File: src/rtl/sdram_read_pkg.sv
// Shared constants for the SDRAM read path: command encodings, timing defaults,
// read-engine state encoding and address helpers.
package sdram_para;

    localparam logic [3:0] CMD_NOP  = 4'b0111;
    localparam logic [3:0] CMD_ACT  = 4'b0011;
    localparam logic [3:0] CMD_READ = 4'b0101;
    localparam logic [3:0] CMD_PRE  = 4'b0010;

    localparam int CL_DEF   = 3;
    localparam int TRCD_DEF = 2;
    localparam int TRP_DEF  = 2;
    localparam int BURST    = 4;

    // Column of the last burst in a row; the next READ would wrap to 0.
    localparam logic [8:0]  COL_MAX      = 9'd508;
    localparam logic [11:0] ADDR_PRE_ALL = 12'h400;

    localparam logic [2:0] ST_IDLE     = 3'd0;
    localparam logic [2:0] ST_ASK      = 3'd1;
    localparam logic [2:0] ST_ACT      = 3'd2;
    localparam logic [2:0] ST_WAIT_RCD = 3'd3;
    localparam logic [2:0] ST_READ     = 3'd4;
    localparam logic [2:0] ST_PRE      = 3'd5;
    localparam logic [2:0] ST_WAIT_RP  = 3'd6;

    // Why the engine left the READ state; decides what follows the precharge.
    typedef enum logic [1:0] {
        EXIT_DONE,
        EXIT_ROW,
        EXIT_PREEMPT
    } rd_exit_e;

    // READ address: column on [8:0], A10 low so the bank stays open.
    function automatic logic [11:0] read_addr(input logic [8:0] col);
        return {3'b000, col};
    endfunction

endpackage

File: src/rtl/sdram_rd_capture.sv
// DQ capture register plus a CL+1 deep valid shift register fed by the
// per-cycle READ slot strobe.
module sdram_rd_capture #(
    parameter int CL = 3
) (
    input  logic        clk_i,
    input  logic        rst_i,
    input  logic        rd_slot_i,
    input  logic [15:0] dq_i,
    output logic [15:0] data_o,
    output logic        valid_o,
    output logic        busy_o
);

    logic [CL:0]  vld_q;
    logic [15:0]  data_q;

    always_ff @(posedge clk_i) begin
        if (rst_i) begin
            vld_q  <= '0;
            data_q <= '0;
        end else begin
            vld_q  <= {vld_q[CL-1:0], rd_slot_i};
            data_q <= dq_i;
        end
    end

    assign data_o  = data_q;
    assign valid_o = vld_q[CL];
    // Low in the last valid cycle: nothing further is still on its way out.
    assign busy_o  = rd_slot_i | (|vld_q[CL-1:0]);

endmodule

File: src/rtl/sdram_read.sv
// SDRAM read engine: arbitrates for the bus, opens a row, streams burst-of-4
// READs, precharges, and yields at burst boundaries or row ends.
module sdram_read
    import sdram_para::*;
#(
    parameter int CL   = CL_DEF,
    parameter int TRCD = TRCD_DEF,  // must be >= 2
    parameter int TRP  = TRP_DEF    // must be >= 2
) (
    input  logic        sclk,
    input  logic        srst,
    input  logic        rd_en,
    output logic        flag_rd_ask,
    output logic        flag_rd_end,
    input  logic        rd_trig,
    input  logic [11:0] rd_row,
    input  logic [7:0]  rd_len,
    input  logic [15:0] sdram_dq,
    output logic [15:0] rd_data,
    output logic        rd_data_valid,
    output logic [3:0]  sdram_cmd,
    output logic [11:0] sdram_addr
);

    logic [2:0]  st_q,   st_d;
    logic [11:0] row_q,  row_d;
    logic [8:0]  col_q,  col_d;
    logic [7:0]  rem_q,  rem_d;
    logic [1:0]  beat_q, beat_d;
    logic [3:0]  wcnt_q, wcnt_d;
    logic        last_q, last_d;
    rd_exit_e    exit_q, exit_d;
    logic [3:0]  cmd_q,  cmd_d;
    logic [11:0] addr_q, addr_d;
    logic        end_q,  end_d;
    logic        slot_q, slot_d;
    logic        cap_busy;

    always_comb begin
        st_d   = st_q;
        row_d  = row_q;
        col_d  = col_q;
        rem_d  = rem_q;
        beat_d = beat_q;
        wcnt_d = wcnt_q;
        last_d = last_q;
        exit_d = exit_q;
        cmd_d  = CMD_NOP;
        addr_d = 12'd0;
        end_d  = 1'b0;
        slot_d = 1'b0;
        case (st_q)
            ST_IDLE: begin
                if (rd_trig && rd_len != 8'd0) begin
                    row_d  = rd_row;
                    rem_d  = rd_len;
                    col_d  = 9'd0;
                    last_d = 1'b0;
                    st_d   = ST_ASK;
                end
            end
            ST_ASK: begin
                if (rd_en) st_d = ST_ACT;
            end
            ST_ACT: begin
                cmd_d  = CMD_ACT;
                addr_d = row_q;
                beat_d = 2'd0;
                wcnt_d = 4'(TRCD - 2);
                st_d   = ST_WAIT_RCD;
            end
            ST_WAIT_RCD: begin
                if (wcnt_q == 4'd0) st_d = ST_READ;
                else                wcnt_d = wcnt_q - 4'd1;
            end
            ST_READ: begin
                slot_d = 1'b1;
                beat_d = beat_q + 2'd1;
                if (beat_q == 2'd0) begin
                    cmd_d  = CMD_READ;
                    addr_d = read_addr(col_q);
                    col_d  = col_q + 9'(BURST);
                    rem_d  = rem_q - 8'd1;
                    last_d = (col_q == COL_MAX);
                end
                // Exit decisions only at the end of a burst slot so no burst is cut short.
                if (beat_q == 2'(BURST - 1)) begin
                    if (rem_q == 8'd0) begin
                        exit_d = EXIT_DONE;
                        st_d   = ST_PRE;
                    end else if (last_q) begin
                        exit_d = EXIT_ROW;
                        row_d  = row_q + 12'd1;
                        st_d   = ST_PRE;
                    end else if (!rd_en) begin
                        exit_d = EXIT_PREEMPT;
                        st_d   = ST_PRE;
                    end
                end
            end
            ST_PRE: begin
                cmd_d  = CMD_PRE;
                addr_d = ADDR_PRE_ALL;
                wcnt_d = 4'(TRP - 2);
                st_d   = ST_WAIT_RP;
            end
            ST_WAIT_RP: begin
                if (wcnt_q != 4'd0) begin
                    wcnt_d = wcnt_q - 4'd1;
                end else begin
                    // Releasing the bus waits until the last captured word has gone out.
                    case (exit_q)
                        EXIT_ROW: begin
                            if (rd_en) begin
                                st_d = ST_ACT;
                            end else if (!cap_busy) begin
                                end_d = 1'b1;
                                st_d  = ST_ASK;
                            end
                        end
                        EXIT_PREEMPT: begin
                            if (!cap_busy) begin
                                end_d = 1'b1;
                                st_d  = ST_ASK;
                            end
                        end
                        default: begin
                            if (!cap_busy) begin
                                end_d = 1'b1;
                                st_d  = ST_IDLE;
                            end
                        end
                    endcase
                end
            end
            default: st_d = ST_IDLE;
        endcase
    end

    always_ff @(posedge sclk) begin
        if (srst) begin
            st_q   <= ST_IDLE;
            row_q  <= 12'd0;
            col_q  <= 9'd0;
            rem_q  <= 8'd0;
            beat_q <= 2'd0;
            wcnt_q <= 4'd0;
            last_q <= 1'b0;
            exit_q <= EXIT_DONE;
            cmd_q  <= CMD_NOP;
            addr_q <= 12'd0;
            end_q  <= 1'b0;
            slot_q <= 1'b0;
        end else begin
            st_q   <= st_d;
            row_q  <= row_d;
            col_q  <= col_d;
            rem_q  <= rem_d;
            beat_q <= beat_d;
            wcnt_q <= wcnt_d;
            last_q <= last_d;
            exit_q <= exit_d;
            cmd_q  <= cmd_d;
            addr_q <= addr_d;
            end_q  <= end_d;
            slot_q <= slot_d;
        end
    end

    sdram_rd_capture #(.CL(CL)) u_cap (
        .clk_i     (sclk),
        .rst_i     (srst),
        .rd_slot_i (slot_q),
        .dq_i      (sdram_dq),
        .data_o    (rd_data),
        .valid_o   (rd_data_valid),
        .busy_o    (cap_busy)
    );

    assign flag_rd_ask = (st_q == ST_ASK);
    assign flag_rd_end = end_q;
    assign sdram_cmd   = cmd_q;
    assign sdram_addr  = addr_q;

endmodule

File: config.mk
export PLATFORM = sky130hd
export DESIGN_NAME = sdram_read
export DESIGN_NICKNAME = d
export VERILOG_FILES = /design/src/rtl/sdram_read_pkg.sv /design/src/rtl/sdram_rd_capture.sv /design/src/rtl/sdram_read.sv
export SDC_FILE = /design/constraint.sdc
export NUM_CORES = 1
export LEC_CHECK = 0
export BUFFER_PORTS_ARGS = -buffer_cell sky130_fd_sc_hd__buf_4
export CORE_ASPECT_RATIO = 1.2
export CORE_MARGIN = 4
export CORE_UTILIZATION = 54
export CTS_CLUSTER_DIAMETER = 60
export DETAILED_ROUTE_END_ITERATION = 7
export PLACE_DENSITY = 0.88
export SLEW_MARGIN = 10
export SYNTH_ARGS = -nofsm -noshare
export SYNTH_HDL_FRONTEND = slang
export SYNTH_SLANG_ARGS = --single-unit
export TNS_END_PERCENT = 1
File: constraint.sdc
create_clock -name sclk -period 2.15 [get_ports sclk]
set_clock_uncertainty 0.15 [all_clocks]
set_input_delay 0 -clock sclk [delete_from_list [all_inputs] [get_ports sclk]]
set_output_delay 0 -clock sclk [all_outputs]
set_load 0.1 [all_outputs]
-- Word level (Yosys, flattened, before mapping)
Index checks and enable logic that the tools add are counted.
- register bits: 79
- input port bits: 40
- output and inout bits: 35
- $add $sub $neg: 5
- equality and inequality tests: 23
- muxes and demuxes: 42
- bitwise operators: 2
- reductions and logical operators: 18
- operator list (operator ; number):
    $mux W12 ; 4
    $pmux W12 S3 ; 1
    $mux W3 ; 11
    $mux W9 ; 3
    $pmux W12 S2 ; 1
    $pmux W3 S7 ; 1
    $ne A2 B2 Y1 const B ; 10
    $pmux W9 S2 ; 1
    $mux W8 ; 2
    $pmux W8 S2 ; 1
    $add A12 B1 Y12 const B ; 1
    $pmux W4 S3 ; 1
    $add A9 B3 Y9 const B ; 1
    $eq A3 B3 Y1 const B ; 3
    $eq A9 B9 Y1 const B ; 1
    $pmux W3 S3 ; 1
    $reduce_and A3 Y1 ; 3
    $logic_not A8 Y1 ; 1
    $mux W2 ; 4
    $mux W4 ; 2
    $ne A4 B4 Y1 const B ; 2
    $reduce_bool A8 Y1 ; 1
    $sub A8 B1 Y8 const B ; 1
    $reduce_and A7 Y1 ; 1
    other kinds (23) ; 32

-- Depth between registers and ports, before layout
Gate-level depths: netlist of run 1.
- word-level depth: 7
- depth in mapped cells: 8
- gate-level depth less buffers: 7

-- Cells and area by module
A second synthesis of run 1 with hierarchy kept.
- cell total of the unflattened synthesis: 401
- area, all modules: 3523.4 µm²
- modules (own cells, without submodules) (module ; instances ; cells an instance ; area each (µm²)):
    sdram_read ; 1 ; 358 ; 2979.1
    sdram_rd_capture ; 1 ; 43 ; 544.3

-- Worst setup path before layout of run 1
Ideal clock, no wire load.
- path kind: register to output
- start: reg st_q[0]
- end: out flag_rd_ask
- arrival time: 2748 ps
- path slack: -748 ps
- cell stages (with the launch flop): 5
- buffers on the path: 2
- cells stage by stage: dfxtp_1 > buf_2 > buf_2 > inv_1 > nor3_1
- cells in the longest elaborated chain, start to end: 1
- ends and longest elaborated chain (what ; line ; source):
    start, declared ; sdram_read.sv:25 ; logic [2:0] st_q, st_d;
    start signal, assigned ; sdram_read.sv:155 ; st_q <= st_d;
    $eq A3 B1 Y1 ; sdram_read.sv:180 ; assign flag_rd_ask = (st_q == ST_ASK);
    end, declared ; sdram_read.sv:13 ; output logic flag_rd_ask,
No other way between the ends.

-- Final worst setup path of run 1
- start: reg u_cap.vld_q[1]
- end: reg end_q, in the netlist flag_rd_end
- cells in the longest elaborated chain, start to end: 5
- ends and longest elaborated chain (what ; line ; source):
    start, declared ; sdram_rd_capture.sv:15 ; logic [CL:0] vld_q;
    start signal, assigned ; sdram_rd_capture.sv:23 ; vld_q <= {vld_q[CL-1:0], rd_slot_i};
    $reduce_or A3 Y1 * ; sdram_rd_capture.sv:31 ; assign busy_o = rd_slot_i | (|vld_q[CL-1:0]);
    $or A1 B1 Y1 * ; sdram_rd_capture.sv:31 ;
    $mux W1 * ; sdram_read.sv:116, sdram_read.sv:122, sdram_read.sv:128 ;
    $mux W1 ; sdram_read.sv:114 ; if (rd_en) begin
    $mux W1 * ; n/a ;
    end signal, assigned ; sdram_read.sv:165 ; end_q <= end_d;
    end, declared ; sdram_read.sv:35 ; logic end_q, end_d;
Every way passes the cells marked *; elsewhere a longest branch is shown, timed or not.
A chain may end at the register's enable or synchronous reset.

==> flow_summary_export.csv, run 1 <==
group,metric,value,unit
outcome,status,"completed",
place,portBuffers,73,
drt,drt-met1-wl,3820,um
clock_network,cts-root-buf,"clkbuf_8",
timing,slew_violations,0,
pwr,power.density,767,mW/mm^2
floorplanning,die_width,81.8,um
timing,hold_viol,0,
drt,ant_nets,0,
yosys,synth-compound-area-share,20.1,%
worst_setup_path,cp-end-kind,"register",
worst_setup_path,cp_max_fo,3,
place,hpwl,6190,um
clock_network,cts_made_buffers,9,
yosys,synth_area_leaders,"dfxtp_1, nor2_1, nand2_1, nor2b_1, a21oi_1",
finish,multi_input_area,0.00188,sq mm
finish,antenna_cells,0,
floorplanning,core,0.00641,sq mm
finish,drive_gt1_share,24.9,%
worst_setup_path,crit_arrival,2230,ps
yosys,ys_warn_count,0,
floorplanning,io_pins,75,
clock_network,cts_buffer_depth,2,
worst_setup_path,cp-start-kind,"register",
floorplanning,dieHeight,96.5,um
finish,n_fill_cell,395,
yosys,synth.area.mux_share,0.852,%
pwr,p_leak,2.12,nW
yosys,async_reset_ff_share,0,%
global_routing,antenna_found_initial,0,
drt,drc,0,
drt,wl_met3,736,um
yosys,synthAdderAreaFrac,3.55,%
timing,slew_headroom,66.2,%
finish,area_delta_synth_final,43.9,%
drt,routed-wl-met2,5240,um
drt,dr.pass1.iters,5,
clock_network,clkLatencyLatePin,350,ps
clock_network,clk_pin_slew,80,ps
floorplanning,num_rows,32,
yosys,yosysSeqAreaShare,43.2,%
yosys,synth_top_family_by_area,"simple AND/OR/NAND/NOR gates",
yosys,synth-edff-count,0,
clock_network,cts_tree,"built",
yosys,synthXorXnorAreaFrac,2.98,%
timing,tightest_slew,507,ps
timing,finalSetupTns,0,ps
finish,regArea,0.00152,sq mm
yosys,synth_ff_type,"dfxtp_1",
yosys,synthesis.nets,451,
pwr,irDropWorstVdd,0.437,mV
drt,vias_per_cell,5.67,
timing,fin_crit_sh,96.9,%
global_routing,grt_max_degree,39,
timing,setup_viol,0,
drt,drt_wl_total,10000,um
yosys,yosys.area_share.simple,24.5,%
timing,max_freq,480,MHz
drt,route.vias.total,3577,
yosys,synth.largest_area_cell,"dfxtp_1",
worst_setup_path,critPathKind,"reg -> reg",
finish,finalNonFillerCells,631,
yosys,synth-seq-cells,76,
place,place_congestion,0.901,
floorplanning,start_util,55.0,%
drt,dr.max_layer_used,"met4",
timing,min_period,2080,ps
drt,drt-initial-drc-count,325,
worst_hold_path,hold_class,"reg -> reg",
timing,grt_setup_unrepaired,"true",
clock_network,clock-sinks,76,
place,dp.cells,555,
finish,finish.net_count,591,
global_routing,grt_pass1_vias,3404,
yosys,synth_top_area_share,43.2,%
worst_setup_path,r2r_slack,70,ps
yosys,post_synth.cell_area_avg,8.79,sq um
yosys,synth_area,0.00352,sq mm
worst_setup_path,crit_required,2300,ps
yosys,syn_inst,401,
yosys,synth_cell_types,61,
floorplanning,dieArea,0.00789,sq mm
drt,wl_per_cell,15.9,um
clock_network,cts_htree_levels,3,
global_routing,track_usage,26.1,%
finish,final_util,79.2,%
job,drv_cap,0,
global_routing,grt_pass1_wl,15900,um
global_routing,overflow,0,
critical path: stages, from the launching register on:
cell and delay (ps):
dfxtp_1 320, or4_1 560, a21oi_1 210, nor4b_2 220
dlygate4sd3_1 570
worst paths after layout:
kind,startpoint,to,cells after the start
setup / recovery,u_cap.vld_q[1],flag_rd_end,4
hold / removal,u_cap.vld_q[1],u_cap.vld_q[2],1
setup reg to reg,u_cap.vld_q[1],flag_rd_end,4
hold reg to reg,u_cap.vld_q[1],u_cap.vld_q[2],1
cell type report:
class                           instances  area share (%)
Multi-Input combinational cell        285            37.0
Sequential cell                        76            30.0
Clock buffer                           12            2.86
Tap cell                               85            2.10
Timing Repair Buffer                  150            25.2
Inverter                               19            1.41
Clock inverter                          4            1.43
timing repair:
action / in CTS / in global routing
hold buffers: 56 / 0
pin swaps: 1 / 3
endpoints found under the setup margin: 1 / 12
hold endpoints to repair: 50 / 0
resized for setup: 1 / 7
buffers inserted: 2 / 2
cells in the mapped netlist (5+ instances only):
library cell and instances:
o21ai_0 10, nand3_1 11, nor4_1 5, a22oi_1 9
nand2_1 40, dfxtp_1 76, o21ai_1 7, nor3_1 7
nor2b_1 24, ha_1 10, xnor2_1 8, clkbuf_1 14
nor2_1 42, inv_1 19, a21oi_1 27, and3_1 8
a22o_1 5
cells by family after synthesis:
logic type / Yosys count
adders and majority gates: 10
DFF: 76
other: 1
and+or+nand+nor: 163
xor gates and xnor gates: 12
AOI/OAI and AO/OA: 96
buffers and inverters: 40
muxes: 3
power by group:
group | switching [mW] | internal (mW)
Combinational | 0.643 | 0.454
Clock | 0.511 | 0.684
Sequential | 0.102 | 1.50
Total | 1.26 | 2.64
flip-flops by register name (all words and copies together), names as in the netlist, 2 cells and up:
register,count
beat_q,2
u_cap.vld_q,4
exit_q,2
sdram_addr,12
u_cap.data_o,16
st_q,3
col_q,7
row_q,12
wcnt_q,4
sdram_cmd,3
rem_q,8
placed cells by master, fill, tap and decap left out, drive strengths merged, types with 5 or more instances in the layout:
cell type,n
inv,19
nand2,41
xnor2,8
o21ai,18
nand3,11
or3b,6
clkbuf,12
nor3,9
ha,10
nor2b,24
a22oi,10
a21oi,28
nor4,5
buf,94
dlygate4sd3,56
nor2,43
a22o,5
and3,8
dfxtp,76
stage by stage:
step	area (sq um)	hold slack, ps	power (mW)	setup WS [ps]
finish	5070	331	3.89	67.0
global route	5070	349	4.04	-27.3
CTS	5020	329	3.83	29.1
detailed placement	4210	65.2	2.55	-56.1
global placement	4210	59.3	2.52	80.9
floorplan	3530	-23.4	2.29	112
metal layers:
metal,vias up,track usage (%)
met2,201,46.6
li1,1702,-
met3,27,4.92
met5,-,0
met4,0,11.4
met1,1647,30.0
No activity file was read; power rests on OpenSTA's default activity.
==> run 2, diff against run 1 <==
PLACE_DENSITY = 0.76   (was 0.88)
==> flow_summary_export.csv, run 2 (synthesis results as in run 1) <==
group,metric,value,unit
timing,setup_slack,16.4,ps
drt,route.vias.total,3424,
clock_network,cts_htree_levels,3,
global_routing,grt_pass1_wl,15000,um
global_routing,track_usage,24.7,%
floorplanning,io_pins,75,
timing,tightest_slew,520,ps
clock_network,clk_pin_slew,90,ps
global_routing,overflow,0,
clock_network,clkLatencyLatePin,350,ps
clock_network,cts_made_buffers,9,
pwr,finalPower,3.89,mW
drt,drt-initial-drc-count,212,
timing,setup_viol,0,
worst_setup_path,slowest_delay,570,ps
worst_setup_path,critPathKind,"in -> reg",
worst_setup_path,worstPathCellList,"dlygate4sd3_1 > buf_4 > or4_4 > o211ai_4 > buf_4 > a22o_2 > nor2_1 > a211oi_2",
timing,slew_violations,0,
floorplanning,die_width,81.8,um
global_routing,antenna_found_initial,0,
pwr,power.density,785,mW/mm^2
drt,wl_per_cell,15.4,um
pwr,irDropWorstVdd,0.567,mV
worst_setup_path,crit_arrival,2260,ps
finish,area_delta_synth_final,40.5,%
floorplanning,num_rows,32,
clock_network,cts-root-buf,"clkbuf_8",
timing,min_period,2130,ps
worst_setup_path,cp-end-kind,"register",
finish,final_util,77.3,%
timing,whs,256,ps
finish,finish.net_count,581,
timing,fin_crit_sh,99.2,%
floorplanning,dieArea,0.00789,sq mm
global_routing,grt_pass1_vias,3156,
drt,drt_wl_total,9550,um
drt,drc,0,
job,drv_cap,0,
clock_network,cts_tree,"built",
clock_network,cts_buffer_depth,2,
place,hpwl,6210,um
timing,grt_setup_unrepaired,"true",
worst_setup_path,cp_slowest_cell,"or4_4",
global_routing,grt_max_degree,28,
finish,n_fill_cell,482,
finish,drive_gt1_share,26.7,%
outcome,status,"completed",
drt,dr.pass1.iters,5,
worst_setup_path,crit_path_frequent_cell,"buf_4",
finish,mostFrequentLayoutCells,"buf_4, dfxtp_1, nor2_1, nand2_1, dlygate4sd3_1",
floorplanning,start_util,55.0,%
place,dp_slack,-0.0802,ps
finish,final_common_cell,"buf_4",
clock_network,clock-sinks,76,
worst_setup_path,cp_max_fo,10,
place,portBuffers,73,
floorplanning,dieHeight,96.5,um
timing,max_freq,469,MHz
drt,ant_nets,0,
place,place_congestion,0.888,
finish,largest_reg_flops,16,
pwr,p_leak,2.05,nW
timing,slew_headroom,65.3,%
worst_setup_path,cp-start-kind,"primary input",
timing,hold_viol,0,
finish,antenna_cells,0,
worst_hold_path,hold_class,"in -> reg",
worst_setup_path,crit_required,2280,ps
floorplanning,core,0.00641,sq mm
drt,vias_per_cell,5.51,
[run 2: cell count changes in the layout (fill, tap and decap cells not counted), sizes merged]
cell and delta:
inv +2, clkinvlp +1, a22oi +1, clkbuf -3, dlygate4sd3 -17, buf +6
[run 2: path summary, 6_finish.rpt]
kind / startpoint / cells past startpoint / endpoint / slack (ps)
worst max-delay path: rd_len[2] / 8 / row_q[7] / 20
worst max register to register: wcnt_q[0] / 8 / wcnt_q[2] / 150
worst min-delay path: sdram_dq[2] / 3 / u_cap.data_o[2] / 260
worst min register to register: slot_q / 1 / u_cap.vld_q[0] / 330
[run 2: final cells by class]
cell class	count	area [sq um]	area share, %
clock buffer	9	124	2.50
clock inverter	7	97.6	1.97
inverter	19	71.3	1.44
multi-input combinational	286	1880	37.9
sequential	76	1520	30.7
tap	85	106	2.15
timing repair buffer	139	1150	23.3
[run 2: layer usage]
layer	share of wire, %	track usage (%)	vias up
li1	-	-	1679
met1	41	29.7	1567
met2	49	41.6	156
met3	7.3	4.73	22
met4	2.9	12.3	0
met5	0	0	-
[run 2: power breakdown]
part           switching (mW)  internal (mW)  total (mW)  leakage [nW]
Combinational           0.629          0.438        1.07          1.33
Clock                   0.553          0.659        1.21         0.106
Sequential              0.110           1.50        1.61         0.621
[run 2: critical path: cells and delay by family]
| kind | cells | cell delay, ps |
|---|---|---|
| compound gates | 3 | 710 |
| simple gates | 2 | 660 |
| buf+inv | 3 | 890 |
[run 2: per-stage QoR]
step / TNS (ps) / std cells / instance area, sq um
finish: 0 / 621 / 4950
CTS: 0 / 616 / 4880
global placement: 0 / 560 / 4260
global route: -80.9 / 621 / 4950
floorplan: 0 / 401 / 3530
detailed placement: -0.0802 / 560 / 4260
[run 2: timing repair]
action | CTS | global route
endpoints found under the hold margin | 45 | 0
endpoints found under the setup margin | 1 | 9
pin swaps | 1 | 1
setup buffers | 1 | 4
gates cloned | 0 | 1
hold buffers | 39 | 0
resized for setup | 1 | 5
